File: config.mk
export PLATFORM = sky130hd
export DESIGN_NAME = lpc_frame_writer
export DESIGN_NICKNAME = d
export VERILOG_FILES = /design/src/rtl/lpc_pkg.sv /design/src/rtl/lpc_frame_buf.sv /design/src/rtl/lpc_frame_writer.sv
export SDC_FILE = /design/constraint.sdc
export NUM_CORES = 1
export LEC_CHECK = 0
export BUFFER_PORTS_ARGS = -buffer_cell sky130_fd_sc_hd__buf_2
export CORE_UTILIZATION = 46
export CTS_CLUSTER_DIAMETER = 120
export CTS_CLUSTER_SIZE = 25
export DETAILED_ROUTE_END_ITERATION = 8
export GPL_ROUTABILITY_DRIVEN = 1
export GPL_TIMING_DRIVEN = 0
export HOLD_SLACK_MARGIN = 0.12
export MAX_ROUTING_LAYER = met4
export PLACE_DENSITY = 0.62
export RECOVER_POWER = 25
export SYNTH_ARGS = -nofsm -noshare
export SYNTH_HDL_FRONTEND = slang
export SYNTH_SLANG_ARGS = --single-unit
File: constraint.sdc
create_clock -name clk -period 19.9 [get_ports clk]
set_clock_uncertainty 0.2 [all_clocks]
set_input_delay 0.995 -clock clk [delete_from_list [all_inputs] [get_ports clk]]
set_output_delay 0.995 -clock clk [all_outputs]
set_load 0.05 [all_outputs]
File: src/rtl/lpc_pkg.sv
// Shared constants for the LPC frame writer: CSR map, frame geometry and FSM encoding.
// Latency: n/a. Backpressure: n/a.
package lpc_pkg;

    localparam int LPC_NUM_COEF    = 11;
    localparam int LPC_DATA_W      = 16;
    localparam int LPC_ADDR_W      = 16;
    localparam int WORDS_PER_FRAME = LPC_NUM_COEF + 2;

    localparam logic [2:0] CSR_BASE    = 3'd0;
    localparam logic [2:0] CSR_NFRAMES = 3'd1;
    localparam logic [2:0] CSR_STEP    = 3'd2;
    localparam logic [2:0] CSR_START   = 3'd4;
    localparam logic [2:0] CSR_DONE    = 3'd5;
    localparam logic [2:0] CSR_SRST    = 3'd6;
    localparam logic [2:0] CSR_DROP    = 3'd7;

    typedef enum logic [1:0] {
        IDLE  = 2'd0,
        ARMED = 2'd1,
        WRITE = 2'd2,
        DONE  = 2'd3
    } state_t;

endpackage

File: src/rtl/lpc_frame_buf.sv
// Active + shadow frame registers: active feeds the DDR word mux, shadow absorbs one early frame.
// Latency: loads/captures take effect on the next clk; word select is combinational.
// Backpressure: a capture request while the shadow is full (and not being promoted) raises overrun.
module lpc_frame_buf #(
    parameter int NUM_COEF = 11,
    parameter int DATA_W   = 16,
    parameter int IDX_W    = 4
) (
    input  logic                       clk,
    input  logic                       rst,
    input  logic                       clear,
    input  logic [NUM_COEF*DATA_W-1:0] coefs,
    input  logic                       voiced,
    input  logic [DATA_W-1:0]          freq_count,
    input  logic                       load_in,
    input  logic                       promote,
    input  logic                       capture_req,
    input  logic [IDX_W-1:0]           word_idx,
    output logic [DATA_W-1:0]          word,
    output logic                       shadow_full,
    output logic                       overrun
);

    localparam int WORDS = NUM_COEF + 2;

    logic [DATA_W-1:0] active   [WORDS];
    logic [DATA_W-1:0] shadow   [WORDS];
    logic [DATA_W-1:0] in_words [WORDS];
    logic              capture;

    always_comb begin
        for (int i = 0; i < NUM_COEF; i++) begin
            in_words[i] = coefs[i*DATA_W +: DATA_W];
        end
        in_words[NUM_COEF]     = {{(DATA_W-1){1'b0}}, voiced};
        in_words[NUM_COEF + 1] = freq_count;
    end

    // A promote frees the shadow in the same cycle, so a coincident frame is kept.
    assign capture = capture_req & (~shadow_full | promote);
    assign overrun = capture_req & shadow_full & ~promote;

    always_ff @(posedge clk) begin
        if (!rst || clear) begin
            shadow_full <= 1'b0;
            for (int i = 0; i < WORDS; i++) begin
                active[i] <= '0;
                shadow[i] <= '0;
            end
        end else begin
            for (int i = 0; i < WORDS; i++) begin
                if (load_in) begin
                    active[i] <= in_words[i];
                end else if (promote) begin
                    active[i] <= shadow[i];
                end
                if (capture) begin
                    shadow[i] <= in_words[i];
                end
            end
            shadow_full <= capture | (shadow_full & ~promote);
        end
    end

    assign word = (int'(word_idx) < WORDS) ? active[word_idx] : '0;

endmodule

File: src/rtl/lpc_frame_writer.sv
// Avalon-MM write master dumping each LPC frame as 13 consecutive DDR words, with a small CSR slave.
// Latency: first word presented the clk after the frame strobe; CSR readdata one clk after read.
// Backpressure: ddr_waitrequest holds address/data; frames arriving while busy use one shadow slot, then drop.
module lpc_frame_writer
    import lpc_pkg::*;
#(
    parameter int NUM_COEF = LPC_NUM_COEF,
    parameter int DATA_W   = LPC_DATA_W,
    parameter int ADDR_W   = LPC_ADDR_W
) (
    input  logic                       clk,
    input  logic                       rst,
    input  logic [NUM_COEF*DATA_W-1:0] coefs,
    input  logic                       voiced,
    input  logic [15:0]                freq_count,
    input  logic                       frame_strobe,
    output logic [ADDR_W-1:0]          ddr_addr,
    output logic                       ddr_write,
    output logic [DATA_W-1:0]          ddr_writedata,
    input  logic                       ddr_waitrequest,
    input  logic [2:0]                 addr,
    input  logic                       read,
    input  logic                       write,
    input  logic [15:0]                writedata,
    output logic [15:0]                readdata
);

    localparam int FRAME_WORDS = NUM_COEF + 2;
    localparam int IDX_W       = $clog2(FRAME_WORDS);

    state_t             state_q, state_d;
    logic [15:0]        base_addr, num_frames, step;
    logic [15:0]        frame_cnt, drop_count;
    logic [ADDR_W-1:0]  addr_ptr;
    logic [IDX_W-1:0]   word_idx;
    logic [DATA_W-1:0]  buf_word;
    logic [15:0]        csr_rdata;

    logic start, soft_rst, xfer, last_word;
    logic init, load_in, promote, capture_req;
    logic shadow_full, overrun;

    assign start     = write && (addr == CSR_START) && writedata[0];
    assign soft_rst  = write && (addr == CSR_SRST) && writedata[0];
    assign xfer      = (state_q == WRITE) && !ddr_waitrequest;
    assign last_word = xfer && (word_idx == IDX_W'(FRAME_WORDS - 1));

    always_comb begin
        state_d     = state_q;
        init        = 1'b0;
        load_in     = 1'b0;
        promote     = 1'b0;
        capture_req = 1'b0;
        case (state_q)
            IDLE, DONE: begin
                if (start) begin
                    init    = 1'b1;
                    state_d = (num_frames == 16'd0) ? DONE : ARMED;
                end
            end
            ARMED: begin
                if (shadow_full) begin
                    promote     = 1'b1;
                    capture_req = frame_strobe;
                    state_d     = WRITE;
                end else if (frame_strobe) begin
                    load_in = 1'b1;
                    state_d = WRITE;
                end
            end
            WRITE: begin
                capture_req = frame_strobe;
                if (last_word) begin
                    if (frame_cnt + 16'd1 == num_frames) begin
                        capture_req = 1'b0;
                        state_d     = DONE;
                    end else if (shadow_full) begin
                        promote = 1'b1;
                    end else begin
                        // A frame arriving right now lands in the shadow and is picked up from ARMED.
                        state_d = ARMED;
                    end
                end
            end
            default: state_d = IDLE;
        endcase
        if (soft_rst) begin
            state_d     = IDLE;
            init        = 1'b0;
            load_in     = 1'b0;
            promote     = 1'b0;
            capture_req = 1'b0;
        end
    end

    always_comb begin
        csr_rdata = '0;
        case (addr)
            CSR_BASE:    csr_rdata = base_addr;
            CSR_NFRAMES: csr_rdata = num_frames;
            CSR_STEP:    csr_rdata = step;
            CSR_DONE:    csr_rdata = {15'b0, state_q == DONE};
            CSR_DROP:    csr_rdata = drop_count;
            default:     csr_rdata = '0;
        endcase
    end

    always_ff @(posedge clk) begin
        if (!rst) begin
            state_q    <= IDLE;
            base_addr  <= '0;
            num_frames <= '0;
            step       <= '0;
            addr_ptr   <= '0;
            word_idx   <= '0;
            frame_cnt  <= '0;
            drop_count <= '0;
            readdata   <= '0;
        end else begin
            if (write && addr == CSR_BASE)    base_addr  <= writedata;
            if (write && addr == CSR_NFRAMES) num_frames <= writedata;
            if (write && addr == CSR_STEP)    step       <= writedata;
            if (read)                         readdata   <= csr_rdata;
            state_q <= state_d;
            if (soft_rst) begin
                addr_ptr   <= '0;
                word_idx   <= '0;
                frame_cnt  <= '0;
                drop_count <= '0;
            end else begin
                if (init) begin
                    frame_cnt  <= '0;
                    drop_count <= '0;
                    addr_ptr   <= ADDR_W'(base_addr);
                    word_idx   <= '0;
                end
                if (xfer) begin
                    addr_ptr <= addr_ptr + ADDR_W'(step);
                    word_idx <= last_word ? '0 : word_idx + IDX_W'(1);
                end
                if (last_word) frame_cnt <= frame_cnt + 16'd1;
                if (overrun && drop_count != 16'hFFFF) drop_count <= drop_count + 16'd1;
            end
        end
    end

    lpc_frame_buf #(
        .NUM_COEF (NUM_COEF),
        .DATA_W   (DATA_W),
        .IDX_W    (IDX_W)
    ) u_buf (
        .clk         (clk),
        .rst         (rst),
        .clear       (soft_rst | init),
        .coefs       (coefs),
        .voiced      (voiced),
        .freq_count  (DATA_W'(freq_count)),
        .load_in     (load_in),
        .promote     (promote),
        .capture_req (capture_req),
        .word_idx    (word_idx),
        .word        (buf_word),
        .shadow_full (shadow_full),
        .overrun     (overrun)
    );

    assign ddr_write     = (state_q == WRITE);
    assign ddr_addr      = ddr_write ? addr_ptr : '0;
    assign ddr_writedata = ddr_write ? buf_word : '0;

endmodule

* After elaboration in Yosys (flattened, before gate mapping)
Memories as Yosys holds them, arrays and structs flattened. A register that Yosys moved wholly into a read port is not among the register bits.
Cells that the tools add are included.
** Word-level totals
- Output and inout bits :: 49
- Flip-flop bits (word level) :: 119
- Memory bits (writable) :: 416
- Bits of input ports :: 218
- Memories :: 2
** Memory list
- u_buf.active :: depth 13, width 16, read ports 1, clocked after Yosys merged registers in 1, wr ports 13, line lpc_frame_buf.sv:26 : logic [DATA_W-1:0] active [WORDS];
- u_buf.shadow :: depth 13, width 16, read ports 13, clocked after Yosys merged registers in 0, wr ports 13, line lpc_frame_buf.sv:27 : logic [DATA_W-1:0] shadow [WORDS];
** Operators by class
- Equality and inequality tests :: 16
- Add/subtract/negate cells :: 4
- Mux-type cells :: 90
- Reductions and logical operators :: 22
- $lt $le $gt $ge :: 1
- Bitwise gates (word level) :: 49
** Operators with widths (number)
- $mux W16 :: 47
- $pmux W16 S5 :: 1
- $or A1 B1 Y1 :: 42
- $add A16 B1 Y16 const B :: 2
- $mux W1 :: 27
- $mux W4 :: 5
- $add A16 B16 Y16 :: 1
- $eq A16 B16 Y1 :: 1
- $logic_not A16 Y1 :: 1
- $ne A16 B16 Y1 const B :: 1
- $mux W2 :: 7
- $eq A3 B3 Y1 const B :: 4
- $logic_and A1 B1 Y1 :: 10
- $pmux W2 S3 :: 1
- $reduce_bool A2 Y1 :: 3
- $add A4 B1 Y4 const B :: 1
- $and A1 B1 Y1 :: 4
- $eq A2 B2 Y1 const B :: 2
- $eq A4 B4 Y1 const B :: 1
- $lt A4 B4 Y1 const B :: 1
- $pmux W1 S2 :: 2
- $reduce_and A4 Y1 :: 1
- $reduce_or A2 Y1 :: 2
- $eq A3 B1 Y1 const B :: 1
- 11 further kinds :: 14

* Longest topological paths before layout
Gate-level depths: netlist of the first run.
- Word-level depth :: 12
- Depth in mapped cells :: 13
- Depth with buffers taken out :: 10

* Modules after synthesis
Synthesis of the first run repeated with hierarchy kept, for this count alone.
** Unflattened totals
- Cells, all modules :: 1984
- Area total of the unflattened synthesis :: 23815.3 µm²
** Modules (own cells, without submodules)
- lpc_frame_buf :: cells an instance 1018, area each 16589.7 µm², times used 1
- lpc_frame_writer :: cells an instance 966, area each 7225.7 µm², times used 1

* Worst setup path after synthesis of the first run
OpenSTA, ideal clock, no wires.
- Path type :: input-to-reg
- From :: in addr[2]
- To :: mem u_buf.active[0][0] (enable)
- Stages on the path :: 8
- Slack :: 11.572 ns
- Library setup time :: 1.862 ns
- Data arrival time :: 6.265 ns
- Data required time :: 17.838 ns
- Buffers on the path :: 3
- Cells stage by stage :: clkbuf_1 -> and4b_1 -> nand2_1 -> nand2_1 -> nor2_1 -> clkbuf_1 -> clkbuf_1 -> nand3b_1
** RTL lines
- start: declaration :: line lpc_frame_writer.sv:21 : input logic [2:0] addr,
- end: declaration :: line lpc_frame_buf.sv:26

==> results of run 1 <==
## registers in the layout, indices dropped and copies added, names as in the netlist, 4 cells and up, named ones only
signal / cells
addr_ptr: 16
step: 16
base_addr: 16
u_buf.shadow: 193
drop_count: 16
frame_cnt: 16
num_frames: 16
u_buf.active: 193
readdata: 16
word_idx: 4
## path summary, 6_finish.rpt
path / to / slack, ns / start
setup / recovery: ddr_writedata[12] / 14.63 / flop
hold / removal: base_addr[11] / 0.30 / base_addr[11]
setup reg to reg: u_buf.active[1][7] / 14.89 / frame_cnt[3]
hold reg to reg: base_addr[11] / 0.30 / base_addr[11]
## power by group through the flow
| stage | clock, µW | sequential [µW] | combinational (µW) |
|---|---|---|---|
| after floorplan | 0 | 1330 | 238 |
| after global placement | 0 | 1360 | 375 |
| after detailed placement | 0 | 1330 | 407 |
| after CTS | 594 | 1300 | 409 |
| after global routing | 630 | 1310 | 440 |
| final | 585 | 1300 | 411 |
## per-layer routing
metal / part of all wire (%) / vias to the layer above / GRT usage [%]
li1: - / 8498 / -
met1: 42 / 9128 / 38.9
met2: 47 / 809 / 42.8
met3: 8.9 / 94 / 4.82
met4: 2.5 / 0 / 6.86
met5: 0 / - / -
## cell type report
class | instances | area [µm²]
inverters | 221 | 830
diodes | 9 | 22.5
fillers | 4697 | 24900
multi-input cells | 1241 | 8830
clock inverters | 1 | 16.3
repair buffers | 277 | 1620
flip-flops and latches | 509 | 14100
clock buffers | 41 | 686
plain buffers | 174 | 840
well taps | 688 | 861
## tightest hold or removal path: stages (launching register included)
cell                       delay (ns)
sky130_fd_sc_hd__dfxtp_1         0.34
sky130_fd_sc_hd__nand2_1         0.05
sky130_fd_sc_hd__a21boi_0        0.07
## stage by stage
stage / instances / util (%) / worst slack, ns / power (µW) / instance area (µm²)
global route: 3161 / 52.7 / 14.45 / 2380 / 27800
detailed placement: 3110 / 51.4 / 14.33 / 1740 / 27100
global placement: 3096 / 50.7 / 7.92 / 1740 / 26700
floorplan: 2145 / - / 11.57 / 1570 / 24500
finish: 3161 / 52.7 / 14.63 / 2300 / 27800
CTS: 3152 / 52.7 / 14.59 / 2310 / 27800
## kinds of logic (layout without fill, tap and decap cells)
| kind of cell | after synthesis | in the layout | synth area share [%] |
|---|---|---|---|
| other | 0 | 9 | 0 |
| and+or+nand+nor | 649 | 649 | 12.4 |
| adders and majority gates | 25 | 25 | 1.31 |
| xor gates and xnor gates | 40 | 40 | 1.43 |
| AOI/OAI and AO/OA | 405 | 405 | 13.2 |
| DFF | 509 | 509 | 57.3 |
| buffers and inverters | 395 | 714 | 6.81 |
| muxes | 122 | 122 | 7.57 |
## cell usage in the layout (no fill, tap or decap), types with 8 or more instances in the layout
cell type                   count
sky130_fd_sc_hd__edfxtp_1     386
sky130_fd_sc_hd__xnor2_1       28
sky130_fd_sc_hd__inv_1        221
sky130_fd_sc_hd__clkbuf_16     25
sky130_fd_sc_hd__a22o_1        14
sky130_fd_sc_hd__a22oi_1       15
sky130_fd_sc_hd__a311oi_1      11
sky130_fd_sc_hd__clkbuf_1     162
sky130_fd_sc_hd__mux4_2        49
sky130_fd_sc_hd__nand4_1       12
sky130_fd_sc_hd__mux2_1         8
sky130_fd_sc_hd__buf_16        10
sky130_fd_sc_hd__nand3_1       32
sky130_fd_sc_hd__nor2_1        62
sky130_fd_sc_hd__mux2_2        10
sky130_fd_sc_hd__buf_2        255
sky130_fd_sc_hd__buf_4         12
sky130_fd_sc_hd__o21ai_0       54
sky130_fd_sc_hd__mux2i_1       55
sky130_fd_sc_hd__nor3_1       176
sky130_fd_sc_hd__o22ai_1       17
sky130_fd_sc_hd__and2_1        34
sky130_fd_sc_hd__buf_6         16
sky130_fd_sc_hd__a31oi_1        8
sky130_fd_sc_hd__nand2b_1       8
sky130_fd_sc_hd__ha_1          24
sky130_fd_sc_hd__or3_1         10
sky130_fd_sc_hd__nand2_1      250
sky130_fd_sc_hd__a21boi_0      48
sky130_fd_sc_hd__nor2b_1       23
sky130_fd_sc_hd__a32o_1       160
sky130_fd_sc_hd__xor2_1        12
sky130_fd_sc_hd__a21oi_1       43
sky130_fd_sc_hd__dfxtp_1      123
sky130_fd_sc_hd__diode_2        9
==> impl_metrics.xml, run 1 <==
<?xml version="1.0" encoding="UTF-8"?>
<metrics>
  <group name="outcome">
    <metric name="run_status" unit="">finished clean</metric>
  </group>
  <group name="worst_setup_path">
    <metric name="endpoint_kind" unit="">primary output</metric>
    <metric name="timing.critical_path.depth" unit="">7</metric>
    <metric name="cp_max_stage_delay" unit="ns">0.71</metric>
    <metric name="arrival" unit="ns">4.07</metric>
    <metric name="critical_path.startpoint_type" unit="">flop</metric>
    <metric name="crit_chain" unit="">buf_1 &gt; buf_1 &gt; mux2i_1 &gt; o21ai_0 &gt; mux4_2 &gt; nor2b_1 &gt; buf_2</metric>
    <metric name="timing.reg2reg.worst_path_depth" unit="">14</metric>
    <metric name="criticalPathCategory" unit="">flop to primary output</metric>
    <metric name="worst-path-max-fanout" unit="">10</metric>
    <metric name="timing.critical_path.max_delay_family" unit="">buffers and inverters</metric>
    <metric name="worstPathRequired" unit="ns">18.70</metric>
    <metric name="slowest_stage" unit="">sky130_fd_sc_hd__buf_1</metric>
    <metric name="cp_bufs_invs" unit="">3</metric>
    <metric name="worst_path_most_repeated_cell" unit="">sky130_fd_sc_hd__buf_1</metric>
  </group>
  <group name="worst_hold_path">
    <metric name="number_of_cells_traversed_by_the_worst_hold_path" unit="">2</metric>
    <metric name="min-delay-path-class" unit="">flop to flop</metric>
  </group>
  <group name="logic_synthesis">
    <metric name="syn_area" unit="µm²">24500</metric>
    <metric name="fraction_of_the_yosys_area_taken_by_sequential_cells" unit="%">57.3</metric>
    <metric name="synth_area_per_cell" unit="µm²">11.4</metric>
    <metric name="synth_warnings" unit="">0</metric>
    <metric name="synth_area_leader_cell" unit="">sky130_fd_sc_hd__edfxtp_1</metric>
    <metric name="synth.most_common_cell" unit="">sky130_fd_sc_hd__edfxtp_1</metric>
    <metric name="synth_edf_count" unit="">386</metric>
    <metric name="gate_count_post_synth" unit="">2145</metric>
    <metric name="fraction_of_synthesis_flops_using_an_asynchronous_set_or_reset_pin" unit="%">0</metric>
    <metric name="postSynthNetCount" unit="">2388</metric>
    <metric name="synth_cell_type_count" unit="">59</metric>
    <metric name="post-synth-top-area-fraction" unit="%">47.2</metric>
    <metric name="synth_common_cells" unit="">sky130_fd_sc_hd__edfxtp_1, sky130_fd_sc_hd__nand2_1, sky130_fd_sc_hd__inv_1</metric>
    <metric name="postSynthRegisterBits" unit="">509</metric>
    <metric name="leading_post_synthesis_cells_by_cell_area" unit="">sky130_fd_sc_hd__edfxtp_1, sky130_fd_sc_hd__dfxtp_1, sky130_fd_sc_hd__a32o_1</metric>
    <metric name="synth-main-ff-cell" unit="">sky130_fd_sc_hd__edfxtp_1</metric>
  </group>
  <group name="cts">
    <metric name="clkLatencyLatePin" unit="ns">0.60</metric>
    <metric name="clock-sinks" unit="">509</metric>
    <metric name="cts-hold-fix-buffers" unit="">0</metric>
    <metric name="htreeDepth" unit="">1</metric>
    <metric name="post_cts.resized_instances" unit="">0</metric>
    <metric name="numCtsBuffers" unit="">24</metric>
    <metric name="clock_tree.root_cell" unit="">sky130_fd_sc_hd__clkbuf_16</metric>
    <metric name="clk_path_buf_depth" unit="">3</metric>
    <metric name="cts.clk_slew.worst_paths" unit="ns">0.10</metric>
    <metric name="cts_tree" unit="">yes</metric>
    <metric name="postCtsSetupRepairBufs" unit="">0</metric>
  </group>
  <group name="cells_and_area">
    <metric name="final_layout_size_suffix_gt1_share" unit="%">15.8</metric>
    <metric name="synthToLayoutAreaGrowth" unit="%">13.1</metric>
    <metric name="layout.nets" unit="">2691</metric>
  </group>
  <group name="routing">
    <metric name="routed_wl" unit="mm">74.8</metric>
    <metric name="vias" unit="">18500</metric>
    <metric name="detailedRoute.firstPassIterationCount" unit="">5</metric>
    <metric name="drc_errors" unit="">0</metric>
    <metric name="final_antenna_net_count" unit="">0</metric>
    <metric name="detailedRoute.firstIterationViolations" unit="">1889</metric>
    <metric name="routed_wire_length_per_instance" unit="µm">23.6</metric>
    <metric name="post_drt_via_cell_ratio" unit="">5.86</metric>
  </group>
  <group name="floorplan">
    <metric name="io_pins" unit="">267</metric>
    <metric name="core.rowCount" unit="">84</metric>
    <metric name="start_util" unit="%">46.6</metric>
    <metric name="design.die.area" unit="µm²">54300</metric>
    <metric name="die_w" unit="µm">233</metric>
    <metric name="die_y" unit="µm">233</metric>
    <metric name="core_area" unit="µm²">52700</metric>
  </group>
  <group name="pwr">
    <metric name="netSwitchingFraction" unit="%">28.5</metric>
    <metric name="power-per-cell-area" unit="nW/µm²">82.9</metric>
    <metric name="power.static_leakage" unit="µW">0.0105</metric>
    <metric name="combPwrFrac" unit="%">17.8</metric>
    <metric name="seqPwrFrac" unit="%">56.7</metric>
    <metric name="cellInternalPower" unit="µW">1650</metric>
    <metric name="switching_power_of_the_nets" unit="µW">655</metric>
    <metric name="vdd_drop_max" unit="V">0.0000590</metric>
    <metric name="clock_power_share" unit="%">25.4</metric>
  </group>
  <group name="global_route">
    <metric name="largest_net_degree_at_the_start_of_global_routing" unit="">56</metric>
    <metric name="grt_antenna_before_repair" unit="">14</metric>
    <metric name="grt_pass1_wl" unit="mm">109</metric>
    <metric name="grt-ovfl-total" unit="">0</metric>
    <metric name="track_usage" unit="%">28.0</metric>
    <metric name="first_global_vias" unit="">17500</metric>
  </group>
  <group name="sta">
    <metric name="setup-tns-final" unit="ns">0</metric>
    <metric name="worstMarginPinSlew" unit="ns">1.27</metric>
    <metric name="maxSlewHeadroom" unit="%">14.1</metric>
    <metric name="fin_crit" unit="ns">5.27</metric>
    <metric name="final_report_setup_violation_count" unit="">0</metric>
    <metric name="final_number_of_hold_violating_endpoints" unit="">0</metric>
    <metric name="timing.final.crit_share" unit="%">26.5</metric>
    <metric name="maxSlewViolCount" unit="">0</metric>
    <metric name="maximum_achievable_frequency" unit="MHz">190</metric>
    <metric name="rsz0062_at_grt" unit="">false</metric>
    <metric name="fin_hold_ws" unit="ns">0.297</metric>
  </group>
  <group name="placed_design">
    <metric name="buffer_ports.inserted" unit="">263</metric>
    <metric name="gpl.final_weighted_congestion" unit="">0.912</metric>
    <metric name="hpwlAfterDp" unit="mm">56.3</metric>
  </group>
  <group name="run">
    <metric name="drv_cap" unit="">0</metric>
  </group>
</metrics>
Note: power is estimated with default switching activity, not from simulation.
==> run 2: changes to the inputs <==
==> constraint.sdc (replaced) <==
create_clock -name clk -period 5.23 [get_ports clk]
set_clock_uncertainty 0.2 [all_clocks]
set_input_delay 0.2615 -clock clk [delete_from_list [all_inputs] [get_ports clk]]
set_output_delay 0.2615 -clock clk [all_outputs]
set_load 0.05 [all_outputs]
==> run 2 against run 1 <==
  * Power rose to 3.9 times the previous value
  * Die area did not move
  * Wire length increased by 4.4%
  * Global-route usage rose by 1.2 points
  * Core utilization up 4.1 points
  * Clock-buffer cell count up 2
  * Clock power grew to 3.9 times the previous value
  * Largest cell class unchanged
  * Largest power group unchanged
  * Highest routed layer unchanged
==> impl_metrics.xml, run 2 (synthesis gave the netlist of run 1 again) <==
<?xml version="1.0" encoding="UTF-8"?>
<metrics>
  <group name="worst_setup_path">
    <metric name="timing.reg2reg.worst_path_depth" unit="">10</metric>
    <metric name="worst-path-max-fanout" unit="">111</metric>
    <metric name="cp_max_stage_delay" unit="ns">0.62</metric>
    <metric name="endpoint_kind" unit="">flop</metric>
    <metric name="worstPathRequired" unit="ns">5.26</metric>
    <metric name="timing.critical_path.depth" unit="">10</metric>
    <metric name="timing.critical_path.max_delay_family" unit="">simple AND/OR/NAND/NOR gates</metric>
    <metric name="criticalPathCategory" unit="">flop to flop</metric>
    <metric name="crit_chain" unit="">nand4_1 &gt; or4_1 &gt; xnor2_1 &gt; nor4_1 &gt; nand4_1 &gt; a21oi_4 &gt; buf_4 &gt; buf_4 &gt; nand2_8 &gt; buf_16</metric>
    <metric name="critical_path.startpoint_type" unit="">flop</metric>
    <metric name="slowest_stage" unit="">sky130_fd_sc_hd__or4_1</metric>
    <metric name="cp_bufs_invs" unit="">3</metric>
    <metric name="r2r_setup_slack" unit="ns">0.23</metric>
    <metric name="r2r_end" unit="">u_buf.shadow[4][11]</metric>
    <metric name="arrival" unit="ns">5.02</metric>
    <metric name="rr_startpoint" unit="">frame_cnt[3]</metric>
  </group>
  <group name="pwr">
    <metric name="power-per-cell-area" unit="nW/µm²">298</metric>
    <metric name="vdd_drop_max" unit="V">0.000272</metric>
    <metric name="power.static_leakage" unit="µW">0.0113</metric>
  </group>
  <group name="routing">
    <metric name="drc_errors" unit="">0</metric>
    <metric name="routed_wl" unit="mm">78.0</metric>
    <metric name="final_antenna_net_count" unit="">0</metric>
    <metric name="routed_wire_length_per_instance" unit="µm">23.1</metric>
    <metric name="post_drt_via_cell_ratio" unit="">5.76</metric>
    <metric name="detailedRoute.firstPassIterationCount" unit="">5</metric>
    <metric name="detailedRoute.firstIterationViolations" unit="">2079</metric>
    <metric name="vias" unit="">19400</metric>
  </group>
  <group name="placed_design">
    <metric name="buffer_ports.inserted" unit="">263</metric>
    <metric name="gpl.final_weighted_congestion" unit="">0.904</metric>
    <metric name="hpwlAfterDp" unit="mm">56.5</metric>
    <metric name="place.detailed.instances" unit="">3108</metric>
  </group>
  <group name="cts">
    <metric name="clkLatencyLatePin" unit="ns">0.59</metric>
    <metric name="clock-sinks" unit="">509</metric>
    <metric name="numCtsBuffers" unit="">24</metric>
    <metric name="cts_tree" unit="">yes</metric>
    <metric name="clock_tree.root_cell" unit="">sky130_fd_sc_hd__clkbuf_16</metric>
    <metric name="htreeDepth" unit="">1</metric>
    <metric name="cts.clk_slew.worst_paths" unit="ns">0.10</metric>
    <metric name="clk_path_buf_depth" unit="">3</metric>
  </group>
  <group name="outcome">
    <metric name="run_status" unit="">finished clean</metric>
  </group>
  <group name="cells_and_area">
    <metric name="final_core_util" unit="%">56.8</metric>
    <metric name="final_layout_size_suffix_gt1_share" unit="%">14.5</metric>
    <metric name="num-fill-cells" unit="">4433</metric>
    <metric name="mostFrequentLayoutCells" unit="">sky130_fd_sc_hd__edfxtp_1, sky130_fd_sc_hd__nand2_1, sky130_fd_sc_hd__buf_2</metric>
    <metric name="mostFrequentLayoutCell" unit="">sky130_fd_sc_hd__edfxtp_1</metric>
    <metric name="reg_top3" unit="">u_buf.active (193), u_buf.shadow (193)</metric>
    <metric name="seqCellArea" unit="µm²">14100</metric>
    <metric name="layout.nets" unit="">2907</metric>
    <metric name="fin_cells" unit="">3373</metric>
    <metric name="synthToLayoutAreaGrowth" unit="%">21.9</metric>
    <metric name="multiInputGateArea" unit="µm²">8870</metric>
  </group>
  <group name="sta">
    <metric name="fin_crit" unit="ns">5.00</metric>
    <metric name="maximum_achievable_frequency" unit="MHz">200</metric>
    <metric name="fin_hold_ws" unit="ns">0.200</metric>
    <metric name="worstMarginPinSlew" unit="ns">1.25</metric>
    <metric name="timing.final.crit_share" unit="%">95.6</metric>
    <metric name="maxSlewHeadroom" unit="%">15.9</metric>
    <metric name="final_number_of_hold_violating_endpoints" unit="">0</metric>
    <metric name="final_report_setup_violation_count" unit="">0</metric>
    <metric name="rsz0062_at_grt" unit="">false</metric>
    <metric name="maxSlewViolCount" unit="">0</metric>
  </group>
  <group name="global_route">
    <metric name="track_usage" unit="%">29.3</metric>
    <metric name="grt-ovfl-total" unit="">0</metric>
    <metric name="grt_pass1_wl" unit="mm">115</metric>
    <metric name="grt_antenna_before_repair" unit="">2</metric>
    <metric name="first_global_vias" unit="">18700</metric>
    <metric name="largest_net_degree_at_the_start_of_global_routing" unit="">112</metric>
  </group>
  <group name="worst_hold_path">
    <metric name="worst_hold_path.endpoint" unit="">addr_ptr[15]</metric>
    <metric name="min-delay-path-class" unit="">input pin to flop</metric>
    <metric name="number_of_cells_traversed_by_the_worst_hold_path" unit="">6</metric>
    <metric name="holdCritStartpoint" unit="">ddr_waitrequest</metric>
  </group>
  <group name="run">
    <metric name="drv_cap" unit="">0</metric>
  </group>
  <group name="floorplan">
    <metric name="die_w" unit="µm">233</metric>
    <metric name="start_util" unit="%">46.6</metric>
    <metric name="io_pins" unit="">267</metric>
    <metric name="core_area" unit="µm²">52700</metric>
    <metric name="design.die.area" unit="µm²">54300</metric>
    <metric name="die_y" unit="µm">233</metric>
    <metric name="core.rowCount" unit="">84</metric>
  </group>
</metrics>
[run 2: changes by cell type in the layout (fill, tap and decap cells not counted), sizes merged]
| cell | previous run | this run |
|---|---|---|
| clkbuf | 188 | 202 |
| clkinv | 0 | 1 |
| dlygate4sd3 | 0 | 217 |
| buf | 304 | 291 |
| inv | 222 | 221 |
| diode | 9 | 3 |
[run 2: routing by layer]
| layer | wire (µm) | vias to the layer above | GRT usage (%) |
|---|---|---|---|
| met1 | 34400 | 9632 | 41.7 |
| met3 | 5350 | 84 | 2.45 |
| met4 | 1790 | 0 | 6.45 |
| li1 | - | 8927 | - |
| met5 | 0 | - | - |
| met2 | 36500 | 791 | 45.7 |
[run 2: through the flow]
stage | setup WS [ns] | total power [µW] | instance area [µm²] | setup TNS [ns]
floorplan | -2.94 | 5950 | 24600 | -520.73
global placement | -6.31 | 6570 | 26800 | -1267.49
detailed placement | 0.150 | 6590 | 27000 | 0
CTS | 0.127 | 8920 | 29900 | 0
global route | 0.0695 | 9200 | 29900 | 0
finish | 0.232 | 8910 | 29900 | 0
[run 2: what timing repair did]
item,CTS,global route
buffers inserted,0,1
gates resized for setup,0,1
endpoints found under the hold margin,447,0
hold buffers,217,0
setup endpoints to repair,0,152
[run 2: power breakdown]
part | switching (µW) | internal, µW
Clock | 1320 | 944
Sequential | 162 | 4810
Combinational | 1040 | 628
[run 2: worst max path at each step]
stage | from | end
final | frame_cnt[3] | u_buf.shadow[4][11]
after detailed placement | frame_cnt[3] | u_buf.shadow[5][14]
after floorplan | frame_cnt[0] | u_buf.active[0][0]
after CTS | frame_cnt[3] | u_buf.shadow[6][13]
after global placement | state_q[0] | u_buf.active[3][11]
after global routing | frame_cnt[3] | u_buf.shadow[8][14]
[run 2: final cells by class]
type	count	share of cell area [%]
antenna	3	0.0251
buffer	174	2.84
clock buffer	43	2.39
clock inverter	1	0.0544
inverter	221	2.77
multi-input combinational	1241	29.6
sequential	509	47.0
tap	688	2.88
timing repair buffer	493	12.4
[run 2: worst reg2reg max path: stages, from the launching register on]
cell,delay [ns]
sky130_fd_sc_hd__dfxtp_1,0.52
sky130_fd_sc_hd__nand4_1,0.29
sky130_fd_sc_hd__or4_1,0.63
sky130_fd_sc_hd__xnor2_1,0.16
sky130_fd_sc_hd__nor4_1,0.31
sky130_fd_sc_hd__nand4_1,0.35
sky130_fd_sc_hd__a21oi_4,0.48
sky130_fd_sc_hd__buf_4,0.40
sky130_fd_sc_hd__buf_4,0.29
sky130_fd_sc_hd__nand2_8,0.40
sky130_fd_sc_hd__buf_16,0.48
==> run 3: changes to the inputs <==
--- a/config.mk
+++ b/config.mk
@@ -5,7 +5,7 @@
 export SDC_FILE = /design/constraint.sdc
 export NUM_CORES = 1
 export LEC_CHECK = 0
-export BUFFER_PORTS_ARGS = -buffer_cell sky130_fd_sc_hd__buf_2
+export BUFFER_PORTS_ARGS = -buffer_cell sky130_fd_sc_hd__buf_4
 export CORE_UTILIZATION = 46
 export CTS_CLUSTER_DIAMETER = 120
 export CTS_CLUSTER_SIZE = 25
@@ -14,7 +14,7 @@
 export GPL_TIMING_DRIVEN = 0
 export HOLD_SLACK_MARGIN = 0.12
 export MAX_ROUTING_LAYER = met4
-export PLACE_DENSITY = 0.62
+export PLACE_DENSITY = 0.65
 export RECOVER_POWER = 25
 export SYNTH_ARGS = -nofsm -noshare
 export SYNTH_HDL_FRONTEND = slang
==> constraint.sdc (replaced) <==
create_clock -name clk -period 4 [get_ports clk]
set_clock_uncertainty 0.2 [all_clocks]
set_input_delay 0.2 -clock clk [delete_from_list [all_inputs] [get_ports clk]]
set_output_delay 0.2 -clock clk [all_outputs]
set_load 0.05 [all_outputs]
==> run 3 against run 2 <==
  * Flip-flop and latch count is the same
  * Worst setup slack lost 0.14 ns
  * Design area grew 2.6%
  * Clock power grew 29%
  * Critical path depth shrank 4
  * Global-route usage shrank 0.16 points
  * Die area is the same
  * Non-clock buffer count grew 6
  * Final cell count grew 0.30%
  * Power grew 31%
  * Register-to-register slack lost 0.09 ns
==> impl_metrics.xml, run 3 (synthesis gave the netlist of run 1 again) <==
<?xml version="1.0" encoding="UTF-8"?>
<metrics>
  <group name="outcome">
    <metric name="run_status" unit="">finished clean</metric>
  </group>
  <group name="worst_setup_path">
    <metric name="arrival" unit="ns">3.51</metric>
    <metric name="worst_path_most_repeated_cell" unit="">sky130_fd_sc_hd__mux4_2</metric>
    <metric name="timing.reg2reg.worst_path_depth" unit="">14</metric>
    <metric name="criticalPathCategory" unit="">flop to primary output</metric>
    <metric name="worst-path-max-fanout" unit="">10</metric>
    <metric name="r2r_setup_slack" unit="ns">0.14</metric>
    <metric name="slowest_stage" unit="">sky130_fd_sc_hd__clkbuf_1</metric>
    <metric name="cp_max_stage_delay" unit="ns">0.60</metric>
    <metric name="worstPathRequired" unit="ns">3.60</metric>
    <metric name="crit_chain" unit="">clkdlybuf4s15_2 &gt; clkbuf_1 &gt; mux4_2 &gt; mux4_2 &gt; nor2b_1 &gt; buf_4</metric>
    <metric name="endpoint_kind" unit="">primary output</metric>
    <metric name="r2r_end" unit="">u_buf.active[3][8]</metric>
    <metric name="timing.critical_path.max_delay_family" unit="">buffers and inverters</metric>
    <metric name="rr_startpoint" unit="">frame_cnt[1]</metric>
    <metric name="cp_bufs_invs" unit="">3</metric>
    <metric name="critical_path.startpoint_type" unit="">flop</metric>
  </group>
  <group name="pwr">
    <metric name="vdd_drop_max" unit="V">0.000282</metric>
    <metric name="power-per-cell-area" unit="nW/µm²">381</metric>
    <metric name="power.static_leakage" unit="µW">0.0116</metric>
  </group>
  <group name="cells_and_area">
    <metric name="reg_top3" unit="">u_buf.active (193), u_buf.shadow (193)</metric>
    <metric name="final_layout_size_suffix_gt1_share" unit="%">16.0</metric>
    <metric name="mostFrequentLayoutCell" unit="">sky130_fd_sc_hd__edfxtp_1</metric>
    <metric name="fin_cells" unit="">3383</metric>
    <metric name="num-fill-cells" unit="">4363</metric>
    <metric name="synthToLayoutAreaGrowth" unit="%">25.0</metric>
    <metric name="postLayoutCellArea" unit="µm²">30700</metric>
    <metric name="layout.nets" unit="">2915</metric>
    <metric name="mostFrequentLayoutCells" unit="">sky130_fd_sc_hd__edfxtp_1, sky130_fd_sc_hd__buf_4, sky130_fd_sc_hd__nand2_1</metric>
  </group>
  <group name="sta">
    <metric name="rsz0062_at_grt" unit="">false</metric>
    <metric name="worstMarginPinSlew" unit="ns">1.23</metric>
    <metric name="postLayoutSetupSlackWorst" unit="ns">0.0944</metric>
    <metric name="fin_crit" unit="ns">3.91</metric>
    <metric name="final_report_setup_violation_count" unit="">0</metric>
    <metric name="maxSlewViolCount" unit="">0</metric>
    <metric name="final_number_of_hold_violating_endpoints" unit="">0</metric>
    <metric name="timing.final.crit_share" unit="%">97.6</metric>
    <metric name="maxSlewHeadroom" unit="%">17.2</metric>
    <metric name="maximum_achievable_frequency" unit="MHz">256</metric>
  </group>
  <group name="cts">
    <metric name="clock_tree.root_cell" unit="">sky130_fd_sc_hd__clkbuf_16</metric>
    <metric name="cts.clk_slew.worst_paths" unit="ns">0.10</metric>
    <metric name="clkLatencyLatePin" unit="ns">0.60</metric>
    <metric name="htreeDepth" unit="">1</metric>
    <metric name="clock-sinks" unit="">509</metric>
    <metric name="numCtsBuffers" unit="">24</metric>
    <metric name="cts_tree" unit="">yes</metric>
    <metric name="clk_path_buf_depth" unit="">3</metric>
  </group>
  <group name="routing">
    <metric name="detailedRoute.firstPassIterationCount" unit="">6</metric>
    <metric name="vias" unit="">19700</metric>
    <metric name="routed_wl" unit="mm">77.8</metric>
    <metric name="routed_wire_length_per_instance" unit="µm">23.0</metric>
    <metric name="final_antenna_net_count" unit="">0</metric>
    <metric name="drc_errors" unit="">0</metric>
    <metric name="detailedRoute.firstIterationViolations" unit="">2212</metric>
    <metric name="post_drt_via_cell_ratio" unit="">5.83</metric>
  </group>
  <group name="global_route">
    <metric name="grt_antenna_before_repair" unit="">6</metric>
    <metric name="largest_net_degree_at_the_start_of_global_routing" unit="">51</metric>
    <metric name="grt-ovfl-total" unit="">0</metric>
    <metric name="first_global_vias" unit="">19100</metric>
    <metric name="track_usage" unit="%">29.1</metric>
    <metric name="grt_pass1_wl" unit="mm">115</metric>
  </group>
  <group name="run">
    <metric name="drv_cap" unit="">0</metric>
  </group>
  <group name="placed_design">
    <metric name="place_area" unit="µm²">27700</metric>
    <metric name="place.detailed.instances" unit="">3108</metric>
    <metric name="hpwlAfterDp" unit="mm">55.2</metric>
    <metric name="buffer_ports.inserted" unit="">263</metric>
    <metric name="gpl.final_weighted_congestion" unit="">0.913</metric>
    <metric name="dp_worst_setup_slack" unit="ns">-0.894</metric>
  </group>
  <group name="floorplan">
    <metric name="core.rowCount" unit="">84</metric>
    <metric name="die_y" unit="µm">233</metric>
    <metric name="design.die.area" unit="µm²">54300</metric>
    <metric name="io_pins" unit="">267</metric>
    <metric name="die_w" unit="µm">233</metric>
    <metric name="start_util" unit="%">46.6</metric>
    <metric name="core_area" unit="µm²">52700</metric>
  </group>
  <group name="worst_hold_path">
    <metric name="number_of_cells_traversed_by_the_worst_hold_path" unit="">4</metric>
    <metric name="min-delay-path-class" unit="">input pin to flop</metric>
    <metric name="holdCritStartpoint" unit="">coefs[168]</metric>
    <metric name="worst_hold_path.endpoint" unit="">u_buf.shadow[10][8]</metric>
  </group>
</metrics>
-- run 3: cell types whose count changed in the layout (fill, tap and decap cells not counted), sizes merged, moves of 2 or more --
cell / change
diode: +3
clkbuf: -17
nand2: +2
buf: +18
dlygate4sd3: +2
-- run 3: power breakdown --
group / internal (µW) / switching [µW]
logic: 903 / 1390
clock network: 1200 / 1720
registers: 6290 / 203
total: 8390 / 3310
-- run 3: layer usage --
layer	global-route usage [%]	part of all wire [%]	routed length, µm
met5	-	0	0
met4	7.82	2.8	2140
met3	4.42	8.1	6340
met2	46.6	48	37200
met1	38.6	41	32100
-- run 3: stage by stage --
step / power, µW / setup TNS, ns / utilization, % / hold slack (ns)
finish: 11700 / 0 / 58.3 / 0.221
global placement: 8630 / -1505.56 / 52.1 / 0.268
floorplan: 7780 / -738.44 / - / 0.145
CTS: 11700 / 0 / 58.3 / 0.207
detailed placement: 8660 / -176.07 / 52.5 / 0.275
global route: 12100 / 0 / 58.3 / 0.243
-- run 3: what timing repair did --
item,4_1_cts,5_1_grt
endpoints found under the hold margin,455,0
setup endpoints to repair,398,160
gates resized for setup,20,17
pin swaps,3,1
setup buffers,4,1
gates cloned,3,0
hold buffers,219,0
-- run 3: how the worst max path moves through the flow --
stage / from / end / slack [ns] / depth (start not counted)
6_report: flop / ddr_writedata[5] / 0.09 / 6
5_1_grt: frame_cnt[5] / u_buf.shadow[12][0] / 0.002 / 11
4_1_cts: flop / ddr_writedata[2] / 0.02 / 6
3_5_place_dp: frame_cnt[3] / u_buf.shadow[5][12] / -0.89 / 10
3_3_place_gp: state_q[0] / u_buf.active[3][6] / -7.44 / 8
2_1_floorplan: frame_cnt[0] / u_buf.active[0][0] / -4.17 / 10
-- run 3: worst min-delay path, stage by stage --
cell,delay (ns)
sky130_fd_sc_hd__dlygate4sd3_1,0.52
sky130_fd_sc_hd__buf_4,0.10
sky130_fd_sc_hd__nand2_1,0.05
sky130_fd_sc_hd__inv_1,0.05
-- run 3: layout make-up --
cell class                 instances  area, µm²  area share (%)
sequential                       509      14100            45.8
clock buffer                      42        689            2.25
buffer                           173        875            2.85
multi-input combinational       1243       8950            29.2
timing repair buffer             500       4380            14.3
clock inverter                     1       16.3          0.0530
tap                              688        861            2.81
antenna                            6       15.0          0.0489
inverter                         221        830            2.70
